`config.mk`:
```
export PLATFORM = sky130hd
export DESIGN_NAME = fir_tdm_multichannel
export DESIGN_NICKNAME = d
export VERILOG_FILES = /design/src/rtl/fir_tdm_multichannel.sv
export SDC_FILE = /design/constraint.sdc
export NUM_CORES = 2
export LEC_CHECK = 0
export BUFFER_PORTS_ARGS = -buffer_cell sky130_fd_sc_hd__clkbuf_2
export CORE_UTILIZATION = 45
export CTS_CLUSTER_DIAMETER = 30
export DETAILED_ROUTE_END_ITERATION = 7
export PLACE_DENSITY = 0.57
export SLEW_MARGIN = 15
export SYNTH_ARGS = -nofsm -noshare
export SYNTH_HDL_FRONTEND = slang
export SYNTH_SLANG_ARGS = --single-unit
```
`constraint.sdc`:
```
create_clock -name clk -period 39.8 [get_ports clk]
set_input_delay 1.99 -clock clk [delete_from_list [all_inputs] [get_ports clk]]
set_output_delay 1.99 -clock clk [all_outputs]
set_load 0.01 [all_outputs]
```
`src/rtl/fir_tdm_multichannel.sv`:
```
// Time-multiplexed multichannel FIR: one shared MAC walks the taps of the
// selected channel, then scales, rounds and saturates the result.
module fir_tdm_multichannel #(
   parameter int unsigned DATA_W   = 24,
   parameter int unsigned COEF_W   = 16,
   parameter int unsigned TAPS     = 16,
   parameter int unsigned CHANNELS = 3,
   parameter int unsigned SHIFT    = 14,
   localparam int unsigned CH_W    = (CHANNELS > 1) ? $clog2(CHANNELS) : 1,
   localparam int unsigned TAP_W   = $clog2(TAPS)
) (
   input  logic                     clk,
   input  logic                     reset,
   input  logic                     in_valid,
   output logic                     in_ready,
   input  logic [CH_W-1:0]          in_ch,
   input  logic signed [DATA_W-1:0] in_data,
   input  logic                     coef_we,
   input  logic [TAP_W-1:0]         coef_addr,
   input  logic signed [COEF_W-1:0] coef_data,
   output logic                     out_valid,
   input  logic                     out_ready,
   output logic [CH_W-1:0]          out_ch,
   output logic signed [DATA_W-1:0] out_data
);

   localparam int unsigned PROD_W = DATA_W + COEF_W;
   localparam int unsigned ACC_W  = PROD_W + TAP_W;

   localparam logic [1:0] ST_IDLE = 2'd0;
   localparam logic [1:0] ST_MAC  = 2'd1;
   localparam logic [1:0] ST_HOLD = 2'd2;

   localparam logic signed [ACC_W-1:0] RND     = ACC_W'(1) << (SHIFT - 1);
   localparam logic signed [ACC_W-1:0] SAT_MAX = {{(ACC_W-DATA_W+1){1'b0}}, {(DATA_W-1){1'b1}}};
   localparam logic signed [ACC_W-1:0] SAT_MIN = {{(ACC_W-DATA_W+1){1'b1}}, {(DATA_W-1){1'b0}}};

   logic [1:0]               state;
   logic [1:0]               next_state;
   logic [TAP_W-1:0]         tap;
   logic [CH_W-1:0]          cur_ch;
   logic signed [ACC_W-1:0]  acc;
   logic signed [DATA_W-1:0] hist [CHANNELS][TAPS];
   logic signed [COEF_W-1:0] coef [TAPS];

   logic                     accept;
   logic                     ch_ok;
   logic                     last_tap;
   logic signed [PROD_W-1:0] prod;
   logic signed [ACC_W-1:0]  acc_sum;
   logic signed [ACC_W-1:0]  rounded;
   logic signed [ACC_W-1:0]  scaled;
   logic signed [DATA_W-1:0] sat_data;

   // State register
   always_ff @(posedge clk) begin
      if (reset) state <= ST_IDLE;
      else       state <= next_state;
   end

   // Next state and handshake decode; in_ready is low throughout reset
   always_comb begin
      next_state = state;
      in_ready   = 1'b0;
      accept     = 1'b0;
      ch_ok      = 32'(in_ch) < CHANNELS;
      last_tap   = (tap == TAP_W'(TAPS - 1));
      case (state)
         ST_IDLE: begin
            in_ready = !reset;
            accept   = in_valid && !reset;
            if (accept && ch_ok) next_state = ST_MAC;
         end
         ST_MAC:  if (last_tap) next_state = ST_HOLD;
         ST_HOLD: if (out_valid && out_ready) next_state = ST_IDLE;
         default: next_state = ST_IDLE;
      endcase
   end

   // Shared MAC plus round/shift/saturate of the running sum
   always_comb begin
      prod    = PROD_W'(coef[tap]) * PROD_W'(hist[cur_ch][tap]);
      acc_sum = acc + ACC_W'(prod);
      rounded = acc_sum + RND;
      scaled  = rounded >>> SHIFT;
      if (scaled > SAT_MAX)      sat_data = SAT_MAX[DATA_W-1:0];
      else if (scaled < SAT_MIN) sat_data = SAT_MIN[DATA_W-1:0];
      else                       sat_data = scaled[DATA_W-1:0];
   end

   // Last tap lands straight in the output register, so the result is
   // presented in the (TAPS+1)th cycle after acceptance.
   always_ff @(posedge clk) begin
      if (reset) begin
         for (int c = 0; c < int'(CHANNELS); c++)
            for (int k = 0; k < int'(TAPS); k++)
               hist[c][k] <= '0;
         for (int k = 0; k < int'(TAPS); k++)
            coef[k] <= '0;
         coef[0]   <= COEF_W'(1 << SHIFT);
         acc       <= '0;
         tap       <= '0;
         cur_ch    <= '0;
         out_valid <= 1'b0;
         out_data  <= '0;
         out_ch    <= '0;
      end else begin
         if (coef_we) coef[coef_addr] <= coef_data;
         case (state)
            ST_IDLE: begin
               if (accept && ch_ok) begin
                  for (int k = 1; k < int'(TAPS); k++)
                     hist[in_ch][k] <= hist[in_ch][k-1];
                  hist[in_ch][0] <= in_data;
                  cur_ch         <= in_ch;
                  acc            <= '0;
                  tap            <= '0;
               end
            end
            ST_MAC: begin
               acc <= acc_sum;
               tap <= tap + TAP_W'(1);
               if (last_tap) begin
                  out_valid <= 1'b1;
                  out_data  <= sat_data;
                  out_ch    <= cur_ch;
               end
            end
            ST_HOLD: if (out_ready) out_valid <= 1'b0;
            default: ;
         endcase
      end
   end

endmodule

```
==> reports/metrics.cfg <==
[cells_and_area]
area_growth_pct = 19.1
drive_above_1_share_pct = 19.0
fin_cells = 10600
num-nets-final = 8060
n_fill_cell = 17700

[place]
place.gp.congestion = 0.845
portBuffers = 78
hpwl_mm = 148
dpl.cell_count = 9885

[synth]
synthCells = 6895
synth_top_area_share_pct = 54.3
synth_mux_area_share_pct = 13.3
syn_area_per_cell_sq_um = 14.4
synth_simple_gate_area_share_pct = 10.1
synth_compound_area_share_pct = 4.79
ys_types = 83
synth_top_family_by_area = multiplexers
ys_ff_latch = 1877
post-synth-top-area-cell = edfxtp_1
synth_ff_type = edfxtp_1
yosysWarnings = 0
syn-cell-area_sq_mm = 0.0990
synth_xor_area_share_pct = 0.581
async_flop_share_pct = 0
synthAdderAreaFrac_pct = 10.4
yosysSeqAreaShare_pct = 56.1
synth_edf_count = 1792
synth_area_leaders = edfxtp_1, mux4_2, fa_1, and2_1, inv_1

[die]
die_h_microns = 471
rows = 171
die_w_microns = 471
start_util_pct = 45.4
io_pins = 79
dieArea_sq_mm = 0.222
fp.coreArea_sq_mm = 0.218

[route]
avgViaCountPerCell = 5.59
wl_per_cell_microns = 23.3
vias = 59400
finalWirelength_mm = 248
drtAntennaViolNets = 0
drc = 0
drt_iter0_drc = 4540
dr.pass1.iters = 5

[grt]
grt.total_usage_pct = 22.7
antenna_found_initial = 17
gr-total-overflow = 0
grt_pass1_vias = 64500
grt_pass1_wl_mm = 386
grt_start_max_net_pins = 172

[clock_tree]
h-tree-depth = 5
numCtsBuffers = 417
clkTransAtPathRegs_ns = 0.05
clock_latency_ns = 0.97
ctsResizeCount = 0
cts_buffer_depth = 4
cts.sinks = 1877
cts_setup_buffers = 0
cts_root_buffer = clkbuf_16
cts_tree = built
ctsHoldBuffers = 0

[setup_path]
critPathKind = flip-flop to flip-flop
crit_path_end_kind = flip-flop
crit_top_cell = fa_1
worstPathRequired_ns = 40.54
slowest_delay_ns = 0.93
worst-path-max-fanout = 88
arrival_ns = 14.65
cp_slowest_cell = buf_4
critPathLaunchType = flip-flop

[timing]
period_share_pct = 34.9
max_freq_mhz = 71.9
finalSetupViolCount = 0
finClkSkew_ns = 0.117
relSlewSlack_pct = 21.2
rsz0062_at_grt = false
hold_viol_final = 0
slew_viol_final = 0
hold_slack_ns = 0.468
setup_tns_ns = 0
finalCriticalPeriod_ns = 13.90
worstMarginPinSlew_ns = 1.18

[job]
drv_cap = 0

[hold_path]
min_path_type = flip-flop to flip-flop

[run_status]
status = completed

-- final timing paths --
check | start | endpoint | slack, ns | cells past startpoint
setup / recovery | flip-flop | out_data[5] | 25.90 | 32
hold reg to reg | acc[15] | acc[15] | 0.47 | 2
setup reg to reg | flip-flop | out_data[5] | 25.90 | 32
hold / removal | acc[15] | acc[15] | 0.47 | 2
-- cell usage after synthesis, drive strengths merged, types with 20 or more instances --
| library cell | instances |
|---|---|
| buf | 86 |
| nand2b | 20 |
| nand3 | 54 |
| dfxtp | 85 |
| and2 | 701 |
| mux4 | 554 |
| xnor2 | 46 |
| o21ai | 122 |
| inv | 819 |
| clkbuf | 349 |
| fa | 434 |
| a211oi | 370 |
| nand2 | 259 |
| edfxtp | 1792 |
| nor2b | 22 |
| mux2i | 34 |
| a21oi | 113 |
| and3 | 391 |
| ha | 125 |
| nor2 | 296 |
| mux2 | 32 |
-- routing by layer --
layer	GRT usage, %	part of all wire [%]	wire, microns	up-vias
met5	0	0.031	76	-
met4	6.28	2.1	5250	12
met3	3.96	6.5	16100	382
met2	35.9	47	117000	1918
met1	32.3	44	110000	31000
li1	-	-	-	26100
-- metrics by stage --
step	util, %	instance area (sq um)	setup slack [ns]
after floorplan	-	100000	21.09
after global placement	47.6	104000	25.23
after detailed placement	47.7	104000	25.78
after CTS	54.1	118000	25.74
after global routing	54.1	118000	24.81
final	54.1	118000	25.90
-- layout make-up --
cell class / instances / area, sq um / area share [%]
flip-flops and latches: 1877 / 55500 / 47.1
multi-input cells: 4147 / 40400 / 34.2
well taps: 2854 / 3570 / 3.03
inverters: 819 / 3070 / 2.61
clock inverters: 259 / 3180 / 2.70
clock buffers: 478 / 10800 / 9.17
diodes: 7 / 17.5 / 0.0149
repair buffers: 188 / 1360 / 1.15
-- layout by cell type (no fill, tap or decap), drive strengths merged, types with 6 or more instances in the layout --
master | synthesis | final
mux4 | 554 | 554
edfxtp | 1792 | 1792
o31ai | 6 | 6
a211oi | 370 | 370
or3 | 7 | 7
nand3 | 54 | 54
nand4 | 14 | 14
or2 | 14 | 14
o21ai | 122 | 122
xor2 | 18 | 18
and2 | 701 | 701
nor2 | 296 | 296
clkinvlp | 0 | 25
nand2b | 20 | 20
a21oi | 113 | 113
nor4 | 8 | 8
clkinv | 0 | 154
inv | 819 | 826
clkbuf | 349 | 554
bufinv | 0 | 73
diode | 0 | 7
dfxtp | 85 | 85
xnor2 | 46 | 46
buf | 86 | 112
nand2 | 259 | 259
a22oi | 9 | 9
o211ai | 6 | 6
mux2 | 32 | 32
and4 | 8 | 8
nor3 | 18 | 18
ha | 125 | 125
fa | 434 | 434
o21a | 11 | 11
a31oi | 11 | 11
nor2b | 22 | 22
conb | 1 | 384
a21o | 13 | 13
mux2i | 34 | 34
and3 | 391 | 391
-- flip-flops by register name, indices dropped and copies added (netlist names), named ones only --
| signal | flops |
|---|---|
| cur_ch | 2 |
| out_valid | 1 |
| out_data | 24 |
| acc | 44 |
| coef | 256 |
| out_ch | 2 |
| state | 2 |
| hist | 1536 |
| tap | 4 |
-- worst max-delay path: cells and delay by family, from the launching register on --
family	cells	cell delay (ns)
AO/OA/AOI/OAI	7	2.40
XOR/XNOR	1	0.30
adder cells (fa/ha/maj)	7	3.20
buffers and inverters	7	2.94
flip-flops	1	0.83
multiplexers	3	1.39
AND/OR/NAND/NOR	7	2.42
-- cells by family after synthesis --
logic type	Yosys count
xor+xnor	64
compound gates	696
mux	620
simple gates	1824
other cells	1
flops	1877
buf+inv	1254
fa+ha+maj	559
Power is not shown: default switching activity piles up to over one toggle a cycle in this logic, so the estimate is an artifact.
